**src/rtl/hoeraa.sv**
```systemverilog
// HOERAA approximate adder: exact ripple-carry upper part, OR-based lower part
// with a single-bit error-reduction term, registered with one cycle of latency.
module hoeraa #(
    parameter int unsigned N = 16,
    parameter int unsigned K = 7
) (
    input  logic         clk,
    input  logic         rst_n,
    input  logic         in_valid,
    input  logic [N-1:0] X,
    input  logic [N-1:0] Y,
    output logic [N-1:0] S,
    output logic         Co,
    output logic         out_valid
);

    logic         cin;
    logic         g;
    logic         co_c;
    logic [N-1:0] sum_c;
    logic [N-K:0] carry;

    always_comb begin
        sum_c = '0;
        carry = '0;
        cin   = X[K-1] & Y[K-1];
        g     = X[K-2] & Y[K-2];

        // Lower part: no carry chain; G saturates the bits below K-1.
        sum_c[K-1] = (X[K-1] ^ Y[K-1]) | g;
        for (int unsigned i = 0; i < K - 1; i++) begin
            sum_c[i] = X[i] | Y[i] | g;
        end

        carry[0] = cin;
        for (int unsigned i = 0; i < N - K; i++) begin
            sum_c[K+i]  = X[K+i] ^ Y[K+i] ^ carry[i];
            carry[i+1]  = (X[K+i] & Y[K+i]) | (carry[i] & (X[K+i] ^ Y[K+i]));
        end
        co_c = carry[N-K];
    end

    always_ff @(posedge clk or negedge rst_n) begin
        if (!rst_n) begin
            S         <= '0;
            Co        <= 1'b0;
            out_valid <= 1'b0;
        end else begin
            out_valid <= in_valid;
            if (in_valid) begin
                S  <= sum_c;
                Co <= co_c;
            end
        end
    end

endmodule

```
**config.mk**
```make
export PLATFORM = sky130hd
export DESIGN_NAME = hoeraa
export DESIGN_NICKNAME = d
export VERILOG_FILES = /design/src/rtl/hoeraa.sv
export SDC_FILE = /design/constraint.sdc
export NUM_CORES = 1
export LEC_CHECK = 0
export CAP_MARGIN = 0
export CORE_MARGIN = 2
export CORE_UTILIZATION = 37
export DETAILED_ROUTE_END_ITERATION = 8
export HOLD_SLACK_MARGIN = 0.1
export PLACE_DENSITY = 0.78
export SYNTH_ARGS = -nofsm -noshare
export SYNTH_HDL_FRONTEND = slang
export SYNTH_SLANG_ARGS = --single-unit
export TNS_END_PERCENT = 20
```
**constraint.sdc**
```tcl
create_clock -name clk -period 0.83 [get_ports clk]
set_input_delay 0.1245 -clock clk [delete_from_list [all_inputs] [get_ports clk]]
set_output_delay 0.1245 -clock clk [all_outputs]
set_load 0.05 [all_outputs]
```
## After elaboration in Yosys (flattened, before gate mapping)

Index checks and enable logic that the tools add are counted.
W data, S select, Z words.

| storage, ports and cells | value |
|---|---|
| register bits | 18 |
| output and inout port bits | 18 |
| logic and storage cells | 64 |

| operators by class | value |
|---|---|
| bitwise gates (word level) | 61 |

Operators by type and width:

| kind | number |
|---|---|
| $or A1 B1 Y1 | 22 |
| $and A1 B1 Y1 | 20 |
| $xor A1 B1 Y1 | 19 |

## Logic depth before layout (Yosys ltp)

| logic depth | value |
|---|---|
| word-level depth | 19 |
| depth in mapped cells | 12 |
| mapped depth without buffers | 12 |

## Least setup slack after synthesis

OpenSTA, ideal clock, no wires.

| path | value |
|---|---|
| path type | in2reg |
| start point | input X[6] |
| end point | register S[15] |
| path buffers | 0 |
| required time | 751 ps |
| data arrival time | 3894 ps |
| stages | 12 |
| path slack | -3143 ps |
| cells stage by stage | ha_1 -> fa_1 -> fa_1 -> fa_1 -> fa_1 -> fa_1 -> fa_1 -> fa_1 -> fa_1 -> inv_1 -> fa_1 -> mux2i_1 |

| on the way | value |
|---|---|
| cells in the longest elaborated chain, start to end | 18 |

RTL lines:

| element | line | text |
|---|---|---|
| from (decl) | 10 | `input logic [N-1:0] X,` |
| $and A1 B1 Y1 | 26 | `cin = X[K-1] & Y[K-1];` |
| $and A1 B1 Y1 | 38 | `carry[i+1] = (X[K+i] & Y[K+i]) \| (carry[i] & (X[K+i] ^ Y[K+i]));` |
| $or A1 B1 Y1 | 38 |  |
| $and A1 B1 Y1 | 38 |  |
| $or A1 B1 Y1 | 38 |  |
| $and A1 B1 Y1 | 38 |  |
| $or A1 B1 Y1 | 38 |  |
| $and A1 B1 Y1 | 38 |  |
| [2 not listed] | -- |  |
| $or A1 B1 Y1 | 38 |  |
| $and A1 B1 Y1 | 38 |  |
| $or A1 B1 Y1 | 38 |  |
| $and A1 B1 Y1 | 38 |  |
| $or A1 B1 Y1 | 38 |  |
| $and A1 B1 Y1 | 38 |  |
| $or A1 B1 Y1 | 38 |  |
| $xor A1 B1 Y1 | 37 | `sum_c[K+i] = X[K+i] ^ Y[K+i] ^ carry[i];` |
| to (signal assigned) | 51 | `S <= sum_c;` |
| to (decl) | 12 | `output logic [N-1:0] S,` |

No other way between the ends.
A chain may end at the register's enable or synchronous reset.

## Worst setup path in the final report

Same ends and word-level chain as after synthesis.

==> reports/metrics.csv <==
metric,value,unit
p_leak,0.758,nW
reg2reg_depth,1,
clkLatencyLatePin,290,ps
cp.required,1050,ps
yosysTopAreaCellShare,48.3,%
post-route-min-period,3540,ps
groute.usage.overall,16.8,%
critPathCaptureType,register,
worstSetupPathType,in -> reg,
grt_start_max_net_pins,19,
fin_ws,-2710,ps
worstMarginPinSlew,260,ps
gp_congestion,0.641,
cts_tree,done,
postCtsSetupBuffers,0,
finClkSkew,0,ps
max_freq,282,MHz
clock_path_buffers,2,
cp.depth,13,
antenna_cells,0,
area_growth,89.3,%
dp_hpwl,1790,um
drt_wl_total,2230,um
crit_end,S[15],
placementRows,18,
die_x,54.2,um
hold_class,in -> async,
syn_area,933,um^2
critical_path.cell_chain,"buf_6, ha_4, fa_2, fa_2, fa_2, fa_2, fa_2, fa_2, fa_2, fa_2, inv_2, fa_1, mux2i_1",
num_vias,737,
portBuffers,52,
min_period_over_period,427,%
drt.antenna.violating_nets,0,
timing.rr.end,S[10],
drcViolationCount,0,
slew_viol_final,0,
drt_pass1_iterations,2,
setup_tns,-18590,ps
worst_hold_slack,154,ps
path_delay_family,adder cells,
final_core_util,72.6,%
yosys_warnings,0,
path_clk_slew,110,ps
vdd_drop_max,1.45,mV
grt_pass1_wl,3500,um
layoutNonFillerInstCount,153,
clock-sinks,18,
r2r_start,S[10],
ys_seq_area_share,48.3,%
core_area,0.00243,mm^2
dpl_worst_slack,-3360,ps
dp_cells,149,
die_area,0.00294,mm^2
power.density,1930,mW/mm^2
violations,negative setup slack,
grt.overflow.total,0,
rsz0062_at_grt,yes,
via_per_inst,4.82,
grt_pass1_vias,764,
yosysUniqueCellTypes,13,
antenna_found_initial,0,
die-height,54.2,um
critical_path.slowest_cell,fa_2,
ys_ff_latch,18,
path_max_fanout,1,
yosys.area.top_type,dfrtp_1,
cp.buffers_inverters,2,
cap_violations,0,
hold_viol_final,0,
setup_viol,28,
worstPathArrival,3770,ps
reg2reg_slack,10,ps
drive_gt1_share,36.6,%
synthTopCellsByArea,"dfrtp_1 (48%), fa_1 (19%), mux2_4 (6.4%)",
ioPinCount,53,
synth_nets,112,
netlist_instances,67,
cp-startpoint,X[6],
dr.first_iter.drc_count,9,
syn_area_per_cell,13.9,um^2
finalNetCount,169,
initial_utilization,38.4,%
cpMostUsedCell,fa_2,
cts_buffers,3,
avgRoutedWirePerCell,14.6,um
htreeDepth,1,
max_stage_delay,390,ps
status,"complete, but fails checks",
root_buffer,clkbuf_4,
cp-start-kind,input pin,
slew_headroom,82.6,%
[power breakdown]
group          internal, mW  switching, mW
Sequential             1.02          0.161
Clock                 0.267          0.280
Combinational         0.909          0.775
[layout by cell type (no fill, tap or decap), types with 2 or more instances in the layout]
master           count
fa_2                 8
dfrtp_1             18
mux2i_1              2
inv_1                4
buf_12              21
a21oi_1              8
mux2_4               6
clkbuf_4             3
dlygate4sd2_1        4
mux2_2               2
buf_6                2
clkdlybuf4s50_1     27
a211oi_1             5
nor2_1               8
[synth_stat cells, drive strengths merged]
| cell | n |
|---|---|
| a211oi | 5 |
| fa | 9 |
| a21oi | 8 |
| mux2 | 8 |
| nor2 | 8 |
| mux2i | 2 |
| dfrtp | 18 |
| inv | 5 |
| ha | 1 |
| buf | 3 |
[state kept, by name, indices dropped and copies added (netlist names)]
| register | flops |
|---|---|
| out_valid | 1 |
| Co | 1 |
| S | 16 |
[cell families after synthesis]
| kind of cell | after synthesis | share of synthesized area, % |
|---|---|---|
| AND/OR/NAND/NOR | 8 | 3.22 |
| buffers and inverters | 8 | 6.17 |
| flip-flops | 18 | 48.3 |
| adder cells (fa/ha/maj) | 10 | 20.6 |
| AO/OA/AOI/OAI | 13 | 8.31 |
| multiplexers | 10 | 13.4 |
[repair_timing]
item,in CTS,in global routing
resized for setup,19,1
pin swaps,2,1
hold buffers,0,0
setup endpoints to repair,35,28
[layout make-up]
type,instances,area [um^2]
sequential,18,450
tap,30,37.5
fill,176,666
inverter,5,18.8
timing repair buffer,55,758
multi-input combinational,41,465
clock buffer,4,36.3
[through the flow]
step / total power, mW / cell area [um^2]
floorplan: 1.91 / 970
global placement: 2.85 / 1720
detailed placement: 2.88 / 1720
CTS: 3.46 / 1770
global route: 3.59 / 1770
finish: 3.41 / 1770
[how the worst min path moves through the flow]
stage,start,end,slack (ps),depth (start not counted)
floorplan,rst_n,Co,-170,0
global placement,rst_n,S[12],480,2
global route,rst_n,S[12],140,2
CTS,rst_n,S[12],150,2
detailed placement,rst_n,S[12],480,2
finish,rst_n,S[11],150,2
[routing by layer]
metal	global-route usage [%]	vias up	wire length, um
li1	-	337	-
met1	18.5	366	816
met2	31.3	34	1190
met3	6.83	0	224
met4	1.25	0	0
met5	0	-	0
No activity file was read; power rests on OpenSTA's default activity.
